==> src/rtl/regfile_multiport_clr.sv <==
`timescale 1ns/1ps
`default_nettype none
// ============================================================================
// regfile_multiport_clr : multi-port register file with post-reset clear sweep
// Revision: 1.0
// ============================================================================
module regfile_multiport_clr #(
  parameter int W_PORTS        = 2,
  parameter int R_PORTS        = 4,
  parameter int WIDTH          = 32,
  parameter int DEPTH          = 8,
  parameter int ZERO_REG       = 1,
  parameter int RDW_MODE       = 0,
  parameter int WPRIO          = 0,
  parameter int CLEAR_ON_RESET = 1,
  localparam int AW            = $clog2(DEPTH)
) (
  input  logic               i_clk,
  input  logic               i_rst,
  input  logic [W_PORTS-1:0] i_w_e,
  input  logic [AW-1:0]      i_w_addr [W_PORTS],
  input  logic [WIDTH-1:0]   i_w_data [W_PORTS],
  input  logic [R_PORTS-1:0] i_r_e,
  input  logic [AW-1:0]      i_r_addr [R_PORTS],
  output logic [WIDTH-1:0]   o_r_data [R_PORTS],
  output logic               o_ready,
  output logic [W_PORTS-1:0] o_w_drop
);

  typedef enum logic [0:0] {
    ST_CLEAR = 1'b0,
    ST_READY = 1'b1
  } state_t;

  state_t             r_state;
  state_t             w_state_nxt;
  logic [AW-1:0]      r_clr_cnt;
  logic [AW-1:0]      w_clr_cnt_nxt;
  logic [WIDTH-1:0]   r_mem [DEPTH];
  logic               w_active;
  logic [W_PORTS-1:0] w_blocked;
  logic [W_PORTS-1:0] w_zero;
  logic [W_PORTS-1:0] w_eff;
  logic [W_PORTS-1:0] w_drop;
  logic [WIDTH-1:0]   w_rd [R_PORTS];

  always_ff @(posedge i_clk) begin
    if (i_rst) begin
      r_state   <= (CLEAR_ON_RESET != 0) ? ST_CLEAR : ST_READY;
      r_clr_cnt <= '0;
    end else begin
      r_state   <= w_state_nxt;
      r_clr_cnt <= w_clr_cnt_nxt;
    end
  end

  always_comb begin
    w_state_nxt   = r_state;
    w_clr_cnt_nxt = r_clr_cnt;
    if (r_state == ST_CLEAR) begin
      w_clr_cnt_nxt = r_clr_cnt + AW'(1);
      if (r_clr_cnt == AW'(DEPTH - 1)) begin
        w_state_nxt = ST_READY;
      end
    end
  end

  assign w_active = (r_state == ST_READY) && !i_rst;
  assign o_ready  = i_rst ? (CLEAR_ON_RESET == 0) : (r_state == ST_READY);

  // Any enabled port of higher priority on the same address blocks this one.
  always_comb begin
    w_blocked = '0;
    w_zero    = '0;
    w_eff     = '0;
    w_drop    = '0;
    for (int p = 0; p < W_PORTS; p++) begin
      for (int q = 0; q < W_PORTS; q++) begin
        if (q != p && i_w_e[q] && i_w_addr[q] == i_w_addr[p]) begin
          if ((WPRIO == 0 && q < p) || (WPRIO != 0 && q > p)) begin
            w_blocked[p] = 1'b1;
          end
        end
      end
      w_zero[p] = (ZERO_REG != 0) && (i_w_addr[p] == '0);
      w_eff[p]  = w_active && i_w_e[p] && !w_zero[p] && !w_blocked[p];
      w_drop[p] = w_active && i_w_e[p] && !w_eff[p];
    end
  end

  always_ff @(posedge i_clk) begin
    if (!i_rst) begin
      if (r_state == ST_CLEAR) begin
        r_mem[r_clr_cnt] <= '0;
      end else begin
        for (int p = 0; p < W_PORTS; p++) begin
          if (w_eff[p]) begin
            r_mem[i_w_addr[p]] <= i_w_data[p];
          end
        end
      end
    end
  end

  always_comb begin
    for (int r = 0; r < R_PORTS; r++) begin
      w_rd[r] = r_mem[i_r_addr[r]];
      if (RDW_MODE != 0) begin
        for (int p = 0; p < W_PORTS; p++) begin
          if (w_eff[p] && i_w_addr[p] == i_r_addr[r]) begin
            w_rd[r] = i_w_data[p];
          end
        end
      end
      if ((ZERO_REG != 0) && (i_r_addr[r] == '0)) begin
        w_rd[r] = '0;
      end
    end
  end

  always_ff @(posedge i_clk) begin
    if (i_rst) begin
      o_w_drop <= '0;
      for (int r = 0; r < R_PORTS; r++) begin
        o_r_data[r] <= '0;
      end
    end else begin
      o_w_drop <= w_drop;
      for (int r = 0; r < R_PORTS; r++) begin
        if (w_active && i_r_e[r]) begin
          o_r_data[r] <= w_rd[r];
        end
      end
    end
  end

endmodule
`default_nettype wire

==> config.mk <==
export PLATFORM = sky130hd
export DESIGN_NAME = regfile_multiport_clr
export DESIGN_NICKNAME = d
export VERILOG_FILES = /design/src/rtl/regfile_multiport_clr.sv
export SDC_FILE = /design/constraint.sdc
export NUM_CORES = 1
export LEC_CHECK = 0
export CORE_AREA = 4 4 223 204
export DETAILED_ROUTE_END_ITERATION = 6
export DIE_AREA = 0 0 227 208
export HOLD_SLACK_MARGIN = 0.08
export PLACE_DENSITY = 0.74
export SLEW_MARGIN = 30
export SYNTH_ARGS = -nofsm -noshare
export SYNTH_HDL_FRONTEND = slang
export SYNTH_SLANG_ARGS = --single-unit
==> constraint.sdc <==
create_clock -name i_clk -period 4.84 [get_ports i_clk]
set_input_delay 1.21 -clock i_clk [delete_from_list [all_inputs] [get_ports i_clk]]
set_output_delay 1.21 -clock i_clk [all_outputs]
set_load 0.05 [all_outputs]
# ---- Yosys cells after proc, flatten, opt, wreduce, memory -nomap -nowiden
# Memories as Yosys holds them, arrays and structs flattened.
# Index checks and enable logic that the tools add are counted.
dict set report totals {
  reg_bits 134
  ramBits 256
  output_inout_bits 131
  word_cells 59
  n_memories 1
}
# memory depth width rd rd_clocked_by_memory_dff wr line
set memory_table {}
lappend memory_table {r_mem 8 32 4 0 2 39} ;# logic [WIDTH-1:0] r_mem [DEPTH];
dict set report classes {
  add_sub_neg 1
  eq_ne 2
  n_mux 22
  reduce_logical 26
}
# cell n
set op_table {}
lappend op_table {{32-bit two-way mux} 5}
lappend op_table {{32-bit OR reduction} 1}
lappend op_table {{3-bit zero test} 6}
lappend op_table {{1-bit two-way mux} 16}
lappend op_table {{1-bit logical AND} 13}
lappend op_table {{1-bit zero test} 6}
lappend op_table {{3-bit by 1-bit adder with 3-bit output (second input constant)} 1}
lappend op_table {{3-bit == test} 1}
lappend op_table {{3-bit == test (second input constant)} 1}
lappend op_table {{3-bit two-way mux} 1}

# ---- Logic depth before layout (Yosys ltp)
dict set report depth {
  depth_word 10
  mapped_depth 7
  ltp_nobuf 4
}

# ---- Worst setup path after synthesis
# Ideal clock, no wire load.
dict set report synth_timing {
  kind {input-to-reg}
  from {in i_rst}
  to {mem r_mem[3][0], enable pin}
  setup_time_ns 0.466
  t_arrival_ns 4.189
  t_required_ns 4.374
  path_slack_ns 0.186
  path_stages 4
  n_path_buf 0
  path_cell_list {nand3b_1 > a211oi_1 > nand2b_1 > o21ai_0}
}
# element line
set synth_rtl {}
lappend synth_rtl {{start, declared} 19} ;# input logic i_rst,
lappend synth_rtl {{end, declared} 39}

# ---- Worst setup path in the final report
dict set report layout_timing {
  from {in i_rst}
  to {out o_ready}
}
dict set report layout_between {
  elab_chain_len 1
}
# element line
set layout_lines {}
lappend layout_lines {{1-bit two-way mux} 69} ;# assign o_ready = i_rst ? (CLEAR_ON_RESET == 0) : (r_state == ST_READY);
lappend layout_lines {{end, declared} 26} ;# output logic o_ready,
# Every way passes these cells.

==> results.py <==
metrics = {
    "critical_path": {
        "critPathTopFamily": "simple AND/OR/NAND/NOR gates",
        "path_cells": "buf_2 -> nor2b_1 -> buf_4",
        "cp-end-kind": "primary output",
        "path_buf_inv": 2,
        "cp-start-kind": "input port",
        "max_stage_delay_ns": 0.67,
        "required_ns": 3.63,
        "critical_path_class": "in -> out",
        "crit_slowest_cell": "nor2b_1",
        "cp_max_fo": 37,
        "crit_arrival_ns": 2.53,
    },
    "logic_synthesis": {
        "synth-warning-count": 0,
        "synth_edf_count": 224,
        "syn_inst": 1647,
        "avgSynthCellArea_sq_um": 13.0,
        "ys_ff_latch": 358,
        "yosysMostFrequentCell": "mux2_2",
        "seq_area_frac_synth_pct": 44.0,
        "async_flop_share_pct": 0,
        "syn_area_sq_mm": 0.0214,
        "netlist_top_cells_count": "mux2_2 (346), edfxtp_1 (224), dfxtp_1 (134), mux4_2 (128), clkbuf_1 (117)",
        "syn-num-nets": 1739,
        "synth_top_area_share_pct": 31.5,
        "synth_flop_cell": "edfxtp_1",
        "ys_top_cells_by_area": "edfxtp_1 (31%), mux2_2 (18%), mux4_2 (13%)",
        "ys_types": 40,
        "synth_top_area_cell": "edfxtp_1",
    },
    "cts": {
        "h-tree-depth": 2,
        "cts_hold_buf": 0,
        "ctsLongestPathBuffers": 3,
        "path_clk_slew_ns": 0.06,
        "cts_resized": 0,
        "cts_setup_buffers": 0,
        "cts_tree": "done",
        "cts_buffers": 41,
        "clkSinkCount": 358,
        "root_buffer": "clkbuf_16",
        "clock_latency_ns": 0.58,
    },
    "die": {
        "core_area_sq_mm": 0.0434,
        "ios": 221,
        "start_util_pct": 49.2,
        "die_h_microns": 208,
        "dieArea_sq_mm": 0.0472,
        "die_w_microns": 227,
        "rows": 73,
    },
    "detailed_routing": {
        "wirelength_microns": 69800,
        "dr.pass1.iters": 7,
        "drtIter0Drc": 2149,
        "wl_per_cell_microns": 29.6,
        "ant_nets": 0,
        "routed_via_density": 6.89,
        "drc": 0,
        "dr_total_vias": 16243,
    },
    "layout": {
        "fillers": 3398,
        "syn_to_final_growth_pct": 18.4,
        "drive_gt1_share_pct": 34.6,
        "final_area_sq_mm": 0.0253,
        "multi_input_area_sq_mm": 0.0112,
        "final_cells": 2357,
        "fin_nets": 1852,
        "seqCellArea_sq_mm": 0.00941,
    },
    "power": {
        "power.total_mw": 7.28,
        "p_per_area_mw_per_mm2": 288,
        "p_leak_nw": 8.64,
        "peakVddDrop_mv": 0.222,
    },
    "placement": {
        "dp_cells": 2279,
        "place_area_sq_mm": 0.0239,
        "place.gp.congestion": 0.871,
        "dp_hpwl_microns": 44100,
        "place_ws_ns": 0.789,
        "port_buffers": 220,
    },
    "global_routing": {
        "grt_max_degree": 51,
        "grtUsageMet3_pct": 6.60,
        "use_met2_pct": 45.6,
        "met1_usage_pct": 39.4,
        "grt_pass1_wl_microns": 104000,
        "grt_pass1_vias": 16592,
        "antenna_found_initial": 2,
        "gr-total-overflow": 0,
        "grt.total_usage_pct": 28.9,
        "grt_busiest_layer": "met2",
    },
    "worst_hold_path": {
        "hold_path_class": "reg -> reg",
    },
    "timing": {
        "period_share_pct": 77.3,
        "worst_slew_pin_slew_ns": 1.06,
        "post-route-worst-setup-slack_ns": 1.10,
        "slew_viol_final": 0,
        "hold_viol_final": 0,
        "fin_tns_setup_ns": 0,
        "post-route-min-period_ns": 3.74,
        "rsz0062_at_grt": "no",
        "setup_viol": 0,
        "clock.fmax_mhz": 267,
        "clock-skew-final_ns": 0.0321,
        "relSlewSlack_pct": 29.3,
    },
    "outcome": {
        "outcome": "finished, final reports clean",
    },
    "flow_run": {
        "drv_cap": 0,
    },
}
[worst paths after layout]
path | from | cells after the start | slack (ns) | to
hold reg to reg | o_r_data[112] | 1 | 0.48 | o_r_data[112]
setup / recovery | i_rst | 3 | 1.10 | o_ready
setup reg to reg | r_state | 5 | 1.73 | r_mem[6][14]
hold / removal | o_r_data[112] | 1 | 0.48 | o_r_data[112]
[metal layers]
| metal | wire (microns) | share of wire [%] | up-vias |
|---|---|---|---|
| li1 | - | - | 6781 |
| met1 | 27000 | 39 | 8161 |
| met2 | 32500 | 47 | 1115 |
| met3 | 7600 | 11 | 186 |
| met4 | 2650 | 3.8 | 0 |
| met5 | 0 | 0 | - |
[final cells by class]
class                           count  share of cell area (%)
Multi-Input combinational cell   1093                    44.5
Antenna cell                        2                  0.0198
Clock inverter                     16                   0.514
Clock buffer                       60                    4.82
Tap cell                          562                    2.78
Sequential cell                   358                    37.2
Timing Repair Buffer              266                    10.2
[metrics by stage]
stage,utilization [%],hold WS (ns)
after global placement,55.0,0.463
final,58.3,0.479
after floorplan,-,0.506
after CTS,58.3,0.479
after detailed placement,55.2,0.466
after global routing,58.3,0.487
[kinds of logic (layout without fill, tap and decap cells)]
family | count (synthesis) | count (layout) | synth area share [%]
compound gates | 331 | 331 | 11.6
xor+xnor | 4 | 4 | 0.164
fa+ha+maj | 2 | 2 | 0.117
buf+inv | 196 | 342 | 4.15
flops | 358 | 358 | 44.0
mux | 488 | 488 | 32.4
other cells | 0 | 2 | 0
simple gates | 268 | 268 | 7.54
[flip-flops by register name (all words and copies together) (netlist names)]
| register | count |
|---|---|
| o_r_data | 128 |
| o_w_drop | 2 |
| r_clr_cnt | 3 |
| r_mem | 224 |
| r_state | 1 |
[report_power, final]
part | switching, mW | leakage [nW] | internal [mW]
Sequential | 0.0582 | 2.92 | 3.28
Combinational | 0.453 | 5.05 | 0.345
Clock | 1.28 | 0.667 | 1.86
[cell usage in the layout (no fill, tap or decap), drive strengths merged, types with 9 or more instances in the layout]
master	synthesis	final
nor2b	67	67
dfxtp	134	134
clkbuf	117	60
o21ai	73	73
mux4	128	128
buf	79	60
nor2	9	9
a22oi	64	64
and2	34	34
clkdlybuf4s50	0	206
edfxtp	224	224
nand2	70	70
nand3b	66	66
mux2	349	349
a22o	62	62
o31ai	61	61
clkinv	0	13
mux2i	11	11
a221oi	61	61
Note: power is estimated with default switching activity, not from simulation.
